**config.mk**
```make
export PLATFORM = sky130hd
export DESIGN_NAME = hub75_scan_driver
export DESIGN_NICKNAME = d
export VERILOG_FILES = /design/src/rtl/hub75_scan_driver.sv
export SDC_FILE = /design/constraint.sdc
export NUM_CORES = 1
export LEC_CHECK = 0
export CORE_MARGIN = 5
export CORE_UTILIZATION = 50
export CTS_CLUSTER_DIAMETER = 120
export CTS_CLUSTER_SIZE = 10
export DETAILED_ROUTE_END_ITERATION = 10
export PLACE_DENSITY = 0.82
export SKIP_CTS_REPAIR_TIMING = 1
export SLEW_MARGIN = 30
export SYNTH_ARGS = -nofsm -noshare
export SYNTH_HDL_FRONTEND = slang
export SYNTH_SLANG_ARGS = --single-unit
```
**constraint.sdc**
```tcl
create_clock -name clk -period 11.3 [get_ports clk]
set_input_delay 2.26 -clock clk [delete_from_list [all_inputs] [get_ports clk]]
set_output_delay 2.26 -clock clk [all_outputs]
set_load 0.01 [all_outputs]
```
**src/rtl/hub75_scan_driver.sv**
```systemverilog
// HUB75 32x32 1/16-scan driver with 8-plane binary-code modulation.
// Optional HUB75_GAMMA_EN squares each channel byte ((v*v)>>8) before plane-bit selection.
module hub75_scan_driver #(
  parameter int unsigned BASE_TICKS = 16,
  parameter int unsigned COLS       = 32
) (
  input  logic        clk,
  input  logic        rst,
  input  logic        enable,
  output logic [8:0]  ram_address,
  input  logic [47:0] ram_data,
  output logic        r1,
  output logic        g1,
  output logic        b1,
  output logic        r2,
  output logic        g2,
  output logic        b2,
  output logic        sclk,
  output logic        lat,
  output logic        oe_n,
  output logic [3:0]  row_addr,
  output logic        frame_start
);

  localparam int unsigned SHIFT_CLKS = COLS * 4;

  typedef enum logic [1:0] {IDLE, SHIFT, LATCH, DISPLAY} state_t;

  state_t      state;
  logic [3:0]  row;
  logic [2:0]  plane;
  logic [6:0]  phase_cnt;
  logic [15:0] disp_cnt;
  logic [15:0] disp_last;
  logic [3:0]  next_row;
  logic [5:0]  plane_bits;

  function automatic logic [7:0] shade(input logic [7:0] v);
`ifdef HUB75_GAMMA_EN
    return 8'(({8'h00, v} * {8'h00, v}) >> 8);
`else
    return v;
`endif
  endfunction

  logic [7:0] ch_r1, ch_g1, ch_b1, ch_r2, ch_g2, ch_b2;

  always_comb begin
    ch_r1 = shade(ram_data[23:16]);
    ch_g1 = shade(ram_data[15:8]);
    ch_b1 = shade(ram_data[7:0]);
    ch_r2 = shade(ram_data[47:40]);
    ch_g2 = shade(ram_data[39:32]);
    ch_b2 = shade(ram_data[31:24]);
    plane_bits = {ch_r1[plane], ch_g1[plane], ch_b1[plane],
                  ch_r2[plane], ch_g2[plane], ch_b2[plane]};
  end

  assign disp_last = (16'(BASE_TICKS) << plane) - 16'd1;
  assign next_row  = (plane == 3'd7) ? row + 4'd1 : row;

  always_ff @(posedge clk) begin
    if (!rst) begin
      state       <= IDLE;
      oe_n        <= 1'b1;
      sclk        <= 1'b0;
      lat         <= 1'b0;
      frame_start <= 1'b0;
      ram_address <= '0;
      row_addr    <= '0;
      {r1, g1, b1, r2, g2, b2} <= '0;
      row         <= '0;
      plane       <= '0;
      phase_cnt   <= '0;
      disp_cnt    <= '0;
    end else if (!enable) begin
      // Colour pins, row_addr and ram_address keep their last values while idle.
      state       <= IDLE;
      oe_n        <= 1'b1;
      sclk        <= 1'b0;
      lat         <= 1'b0;
      frame_start <= 1'b0;
      row         <= '0;
      plane       <= '0;
      phase_cnt   <= '0;
      disp_cnt    <= '0;
    end else begin
      frame_start <= 1'b0;
      case (state)
        IDLE: begin
          state       <= SHIFT;
          oe_n        <= 1'b1;
          sclk        <= 1'b0;
          lat         <= 1'b0;
          row         <= '0;
          plane       <= '0;
          phase_cnt   <= '0;
          ram_address <= '0;
          frame_start <= 1'b1;
        end
        SHIFT: begin
          phase_cnt <= phase_cnt + 7'd1;
          case (phase_cnt[1:0])
            2'd1: {r1, g1, b1, r2, g2, b2} <= plane_bits;
            2'd2: sclk <= 1'b1;
            2'd3: begin
              sclk <= 1'b0;
              if (phase_cnt == 7'(SHIFT_CLKS - 1)) begin
                state    <= LATCH;
                lat      <= 1'b1;
                row_addr <= row;
              end else begin
                ram_address <= {row, phase_cnt[6:2] + 5'd1};
              end
            end
            default: ;
          endcase
        end
        LATCH: begin
          state    <= DISPLAY;
          lat      <= 1'b0;
          oe_n     <= 1'b0;
          disp_cnt <= '0;
        end
        DISPLAY: begin
          if (disp_cnt == disp_last) begin
            state       <= SHIFT;
            oe_n        <= 1'b1;
            phase_cnt   <= '0;
            plane       <= plane + 3'd1;
            row         <= next_row;
            ram_address <= {next_row, 5'd0};
            frame_start <= (plane == 3'd7) && (row == 4'd15);
          end else begin
            disp_cnt <= disp_cnt + 16'd1;
          end
        end
        default: state <= IDLE;
      endcase
    end
  end

endmodule

```
* Yosys cells after proc, flatten, opt, wreduce, memory -nomap -nowiden
Cells that the tools add are included.
Widths: inputs -> output; s select.
** Storage, ports and cells
- Output and inout bits :: 23
- Memories :: 0
- Register bits after elaboration :: 55
- Word-level logic and storage cells :: 99
- Input bits :: 51
- Memory bits (writable) :: 0
- Latch bits :: 0
- Memory bits (read-only) :: 0
** Cells by class
- $lt $le $gt $ge :: 1
- Shifts and indexed selects :: 1
- Reduce and logical (&&, ||, !) cells :: 20
- Divide/modulo/power cells :: 0
- Eq/ne operators :: 16
- Mux-type cells :: 38
- Bitwise gates (word level) :: 0
- Multiply operators :: 0
- $add $sub $neg :: 6
** Operator list (count)
- $pmux 16 s2 :: 1
- $mux 9 :: 3
- $pmux 9 s3 :: 1
- $pmux 7 s3 :: 1
- $bmux 1 s3 :: 6
- $add 16x1->16 const B :: 1
- $eq 16x16->1 :: 1
- $mux 16 :: 1
- $shl 5x3->16 const A :: 1
- $sub 16x1->16 const B :: 1
- $reduce_and 2->1 :: 6
- $mux 1 :: 10
- $ne 2x2->1 const B :: 5
- $reduce_and 3->1 :: 3
- $eq 2x2->1 const B :: 4
- $mux 4 :: 2
- $pmux 1 s2 :: 4
- $pmux 2 s4 :: 1
- $pmux 4 s2 :: 1
- $reduce_bool 2->1 :: 4
- $add 7x1->7 const B :: 1
- $eq 7x7->1 const B :: 1
- $mux 7 :: 1
- $mux 2 :: 3
- other kinds (17) :: 19

* Longest topological paths before layout
Gate-level depths: netlist of the first run.
- Depth after elaboration :: 5
- Depth in mapped cells :: 15
- Gate-level depth less buffers :: 11

* Worst setup path after synthesis of the first run
OpenSTA, ideal clock, no wires.
- Path type :: register to register
- From :: register plane[0]
- To :: register disp_cnt[11]
- Setup time :: 0.129 ns
- Data required time :: 11.171 ns
- Path slack :: 7.380 ns
- Stages on the path, launching flop included :: 16
- Buffers on the path :: 4
- Arrival time :: 3.791 ns
- Cell sequence :: dfxtp_1 -> clkbuf_1 -> buf_1 -> inv_1 -> ha_1 -> buf_2 -> nand2b_1 -> ha_1 -> or4b_1 -> a32oi_1 -> xnor2_1 -> or4b_4 -> nor3_1 -> buf_4 -> nor4_1 -> mux2i_1
** On the way
- Word-level cells in the longest chain between the ends :: 5
** RTL lines
- start: declaration :: RTL line 31 : logic [2:0] plane;
- start signal: assignment :: RTL line 130 : plane <= plane + 3'd1;
- $shl 5x3->16 :: RTL line 59 : assign disp_last = (16'(BASE_TICKS) << plane) - 16'd1;
- $sub 16x1->16 :: RTL line 59
- $eq 16x16->1 :: RTL line 126 : if (disp_cnt == disp_last) begin
- $ne 2x2->1 (no source line)
- $reduce_and 2->1 (no source line)
- end signal: assignment :: RTL line 135 : disp_cnt <= disp_cnt + 16'd1;
- end: declaration :: RTL line 33 : logic [15:0] disp_cnt;
No other way between the ends.
A chain may end at the register's enable or synchronous reset.

* Worst setup path after layout of the first run
- From :: register plane[2]
- To :: register phase_cnt[4]
** On the way
- Word-level cells in the longest chain between the ends :: 5
** RTL lines
- $shl 5x3->16 :: RTL line 59
- $sub 16x1->16 :: RTL line 59
- $eq 16x16->1 :: RTL line 126
- $ne 2x2->1 (no source line)
- $reduce_and 2->1 (no source line)
- end signal: assignment :: RTL line 102 : phase_cnt <= phase_cnt + 7'd1;
- end: declaration :: RTL line 32 : logic [6:0] phase_cnt;
No other way between the ends.

==> reports/metrics.yaml, run 1 <==
status: "completed"
yosysSeqAreaShare_pct: 31.1
nFillCells: 591
core-area_sq_um: 6830
fp-row-count: 30
min_to: "ram_address[3]"
design_power_total_w: 0.000373
hold_depth: 2
final.period_utilization_pct: 41.4
synth_flop_cell: "dfxtp_1"
yosysMostFrequentCell: "nand2_1"
setup.worst_path.class: "reg2reg"
grt_max_degree: 31
cts_tree: "built"
antenna_found_initial: 0
final_layout_size_suffix_gt1_share_pct: 7.69
start_util_pct: 51.8
final.setup_skew_ns: 0.0106
final_util_pct: 64.5
slew_violations: 0
min_path_type: "reg2reg"
clkSlewWorstSetupHoldPaths_ns: 0.11
synthCells: 414
antenna_cells: 0
min_period_ns: 4.68
hold_viol_final: 0
drtIter0Drc: 253
viasPerCell: 5.87
cts_root_buffer: "clkbuf_8"
syn_area_sq_um: 3540
setup_viol: 0
clockBufferDepth: 2
overflow: 0
synth_commonest_cells: "56 x nand2_1, 55 x dfxtp_1, 27 x nand3_1"
dieHeight_um: 94.2
ys_top_cells_by_area: "dfxtp_1 31%, mux4_2 7.6%, ha_1 6.4%, nand2_1 5.9%, mux2i_1 4.2%"
portBuffers: 73
wl_um: 8780
avgSynthCellArea_sq_um: 8.56
timing.rr.end: "phase_cnt[4]"
dp_hpwl_um: 6520
relSlewSlack_pct: 36.1
start_kind: "flip-flop"
ir_drop_mv: 0.0453
ys_warn_count: 0
synth_top_area_cell: "dfxtp_1"
cp_max_fo: 20
synth_top_area_share_pct: 31.1
grt_pass1_vias: 3196
synth_nets: 483
powerDensity_nw_per_um2: 84.8
async_reset_ff_share_pct: 0
grt_use_total_pct: 20.1
insertion_delay_ns: 0.32
ios: 74
drc: 0
fin_tns_setup_ns: 0
cpPeakStageDelay_ns: 0.75
r2r_slack_ns: 6.62
rsz0062_at_grt: "no"
gp_congestion: 0.882
p_leak_nw: 1.60
synth-edff-count: 0
num_vias: 3309
slowest_stage: "dfxtp_1"
dieWidth_um: 94.2
fin_nets: 536
ys_seq_elements: 55
path_cells: "clkinv_1 -> ha_1 -> nor4_4 -> xnor2_1 -> a2111oi_0 -> nor4b_4 -> a31oi_2 -> or4_1 -> a21oi_1"
cap_viol_max_count: 0
tightest_slew_ns: 0.951
cts-buffers-inserted: 5
reg2reg_from: "plane[2]"
first_pass_iters: 5
setup_ws_ns: 6.62
regArea_sq_um: 1100
path_buf_inv: 1
grt_pass1_wl_um: 14500
route.detailed.wl_per_inst_um: 15.6
place_ws_ns: 6.40
hold_start: "ram_address[3]"
end_kind: "flip-flop"
ys_types: 59
fmax_mhz: 214
worstPathRequired_ns: 11.54
critPathArrivalTime_ns: 4.92
ff2ff_path_depth: 9
drt.antenna.violating_nets: 0
cpLargestDelayFamily: "simple AND/OR/NAND/NOR gates"
areaGrowthSynthToFinish_pct: 24.3
multi_input_area_sq_um: 2280
htree_levels: 2
dieArea_sq_um: 8870
cts.sinks: 55
worst min-delay path: cells and delay by family (launching register included):
family	cells	cell delay (ns)
muxes	1	0.05
DFF	1	0.32
and+or+nand+nor	1	0.05
cell type report:
type | instances | area share [%]
multi-input combinational | 318 | 51.9
sequential | 55 | 25.0
timing repair buffer | 74 | 16.7
tap | 96 | 2.73
clock buffer | 5 | 1.56
inverter | 13 | 1.11
clock inverter | 3 | 1.05
state kept, by name (all words and copies together), names as in the netlist, 2 cells and up:
| signal | cells |
|---|---|
| row | 4 |
| phase_cnt | 7 |
| plane | 3 |
| row_addr | 4 |
| ram_address | 9 |
| disp_cnt | 16 |
| state | 2 |
per-stage QoR:
stage          instances  instance area (sq um)  hold WS [ns]
3_3_place_gp         556                   4280         0.444
5_1_grt              564                   4400         0.493
4_1_cts              564                   4400         0.472
2_1_floorplan        414                   3540         0.460
6_report             564                   4400         0.466
3_5_place_dp         556                   4290         0.453
routing by layer:
metal / up-vias / track usage [%] / part of all wire, %
met3: 8 / 6.33 / 8.9
met5: - / 0 / 0
met2: 142 / 34.3 / 47
met4: 0 / 4.33 / 0.83
met1: 1546 / 24.6 / 44
li1: 1613 / - / -
cell families after synthesis:
family	after synthesis	synth area share (%)
buffers and inverters	41	4.77
multiplexers	28	12.2
XOR/XNOR	20	4.95
AO/OA/AOI/OAI	81	14.9
AND/OR/NAND/NOR	171	25.7
flip-flops	55	31.1
adder cells (fa/ha/maj)	18	6.36
cell usage in the layout, fill, tap and decap left out, drive strengths merged, types with 3 or more instances in the layout:
cell type	synthesis	routed
xor2	4	4
nor2b	7	7
xnor2	16	16
inv	12	13
or3	6	6
o211a	7	7
ha	18	18
a31oi	4	4
nor4	5	5
a21oi	27	27
clkbuf	20	5
nand2b	4	4
mux2i	15	15
a211oi	4	4
clkdlybuf4s50	0	72
nand2	56	56
nor3	8	8
dfxtp	55	55
nor2	24	24
o21ai	17	17
mux4	12	12
nand4	8	8
or4	3	3
o31ai	4	4
and3	5	5
or4b	3	3
nand3b	3	3
nand3	27	27
nor4b	3	3
o211ai	5	5
how the worst max path moves through the flow:
stage	from	endpoint	slack, ns	cells past startpoint
6_report	plane[2]	phase_cnt[4]	6.62	9
5_1_grt	plane[2]	phase_cnt[4]	6.20	9
4_1_cts	plane[0]	phase_cnt[4]	6.34	11
3_5_place_dp	plane[0]	phase_cnt[4]	6.40	11
3_3_place_gp	rst	disp_cnt[14]	6.55	5
2_1_floorplan	plane[0]	disp_cnt[11]	7.38	15
report_power, final:
part           switching, W   total, W  internal (W)
registers       0.000000907   0.000196      0.000195
clock network     0.0000688   0.000136     0.0000669
logic             0.0000177  0.0000420     0.0000242
total             0.0000874   0.000373      0.000286
No activity file was read; power rests on OpenSTA's default activity.
==> run 2: changes to the inputs <==
==> constraint.sdc (replaced) <==
create_clock -name clk -period 4.6 [get_ports clk]
set_input_delay 0.92 -clock clk [delete_from_list [all_inputs] [get_ports clk]]
set_output_delay 0.92 -clock clk [all_outputs]
set_load 0.01 [all_outputs]
==> run 2 against run 1 <==
  * Final cell count grew 1.2%
  * Combinational power increased to 2.5 times the previous value
  * First-iteration DRC count is 28% lower
  * Sequential power rose by 150%
  * Clock skew decreased by 0.0028 ns
  * Sequential share of layout area is 0.17 points lower
  * Clock power grew 91%
  * Core utilization rose by 0.37 points
  * Total power up 130%
==> reports/metrics.yaml, run 2 (synthesis gave the netlist of run 1 again) <==
rsz0062_at_grt: "no"
cap_viol_max_count: 0
reg_top3: "disp_cnt (16), ram_address (9), phase_cnt (7)"
num_vias: 3297
dp_hpwl_um: 6770
tightest_slew_ns: 0.725
fp-row-count: 30
min_path_type: "reg2reg"
ios: 74
end_kind: "flip-flop"
htree_levels: 2
ir_drop_mv: 0.135
final.period_utilization_pct: 81.3
hold_viol_final: 0
grt_max_degree: 31
fin_nets: 544
p_leak_nw: 1.63
gp_congestion: 0.927
dieWidth_um: 94.2
drt.antenna.violating_nets: 0
cp_max_fo: 9
min_period_ns: 3.74
clkSlewWorstSetupHoldPaths_ns: 0.10
setup.worst_path.class: "reg2reg"
place_inst: 564
portBuffers: 73
core-area_sq_um: 6830
cts_tree: "built"
stdcell_count: 571
wl_um: 8770
grt_pass1_wl_um: 14600
place_ws_ns: 0.843
drc: 0
final.setup_skew_ns: 0.00782
viasPerCell: 5.77
antenna_found_initial: 0
dieHeight_um: 94.2
drtIter0Drc: 181
fmax_mhz: 267
fin_tns_setup_ns: 0
layout_commonest_cell: "clkdlybuf4s50_1"
design_power_total_w: 0.000847
status: "completed"
slew_violations: 0
start_util_pct: 51.8
setup_viol: 0
clockBufferDepth: 2
grt_use_total_pct: 20.2
final_layout_size_suffix_gt1_share_pct: 8.42
powerDensity_nw_per_um2: 191
dieArea_sq_um: 8870
worstPathRequired_ns: 4.79
overflow: 0
grt_pass1_vias: 3223
cts_root_buffer: "clkbuf_8"
regMostFlops: "disp_cnt"
setup_ws_ns: 0.861
mostFrequentLayoutCells: "73 x clkdlybuf4s50_1, 56 x nand2_1, 55 x dfxtp_1, 27 x nand3_1, 26 x a21oi_1"
first_pass_iters: 4
insertion_delay_ns: 0.30
antenna_cells: 0
relSlewSlack_pct: 51.5
start_kind: "flip-flop"
largest_reg_flops: 16
critPathArrivalTime_ns: 3.93
route.detailed.wl_per_inst_um: 15.4
cts.sinks: 55
areaGrowthSynthToFinish_pct: 25.0
cts-buffers-inserted: 5
-- run 2: cell types whose count changed in the layout (fill, tap and decap cells not counted) --
cell and change:
inv_6 -1, clkinv_2 +1, clkdlybuf4s50_1 +1, clkinvlp_4 -1
buf_2 -1, a31oi_2 -1, a31oi_1 +1, dfxtp_2 -1
clkinv_4 +1, dfxtp_1 +1, buf_4 +8, bufinv_16 -1
-- run 2: stage by stage --
step / utilization, % / cell area, sq um / hold slack, ns
after floorplan: - / 3540 / 0.460
after CTS: 64.7 / 4420 / 0.464
after global placement: 63.5 / 4340 / 0.441
after global routing: 64.8 / 4430 / 0.488
after detailed placement: 63.5 / 4340 / 0.450
final: 64.8 / 4430 / 0.460
-- run 2: routing by layer --
layer	global-route usage, %	part of all wire (%)	vias up
met5	0	0	-
met4	5.90	1.8	0
met3	5.21	7.5	19
met2	34.9	47	116
met1	24.5	43	1536
li1	-	-	1626
-- run 2: where the power goes --
part / leakage (nW) / total [W] / switching [W] / internal [W]
combinational: 1.14 / 0.000106 / 0.0000450 / 0.0000610
sequential: 0.443 / 0.000481 / 0.00000219 / 0.000478
clock: 0.0440 / 0.000260 / 0.000155 / 0.000105
total: 1.63 / 0.000847 / 0.000203 / 0.000644
-- run 2: path summary, 6_finish.rpt --
| path | startpoint | to | slack (ns) | depth (start not counted) |
|---|---|---|---|---|
| max reg2reg | plane[0] | disp_cnt[11] | 0.86 | 12 |
| min | ram_address[3] | ram_address[3] | 0.46 | 2 |
| max | plane[0] | disp_cnt[11] | 0.86 | 12 |
| min reg2reg | ram_address[3] | ram_address[3] | 0.46 | 2 |
-- run 2: layout make-up --
| cell class | instances | area (sq um) |
|---|---|---|
| clock buffer | 5 | 68.8 |
| clock inverter | 2 | 13.8 |
| fill | 563 | 2400 |
| inverter | 13 | 48.8 |
| multi-input combinational | 318 | 2280 |
| sequential | 55 | 1100 |
| tap | 96 | 120 |
| timing repair buffer | 82 | 798 |
-- run 2: critical path: stages (launching register included) --
cell       delay [ns]
dfxtp_1          0.36
inv_1            0.09
ha_1             0.35
nand2b_1         0.14
ha_1             0.30
xnor2_1          0.22
o211ai_1         0.12
a2111oi_0        0.60
or4b_4           0.57
nor3_1           0.44
buf_4            0.24
nor4_1           0.06
mux2i_1          0.13
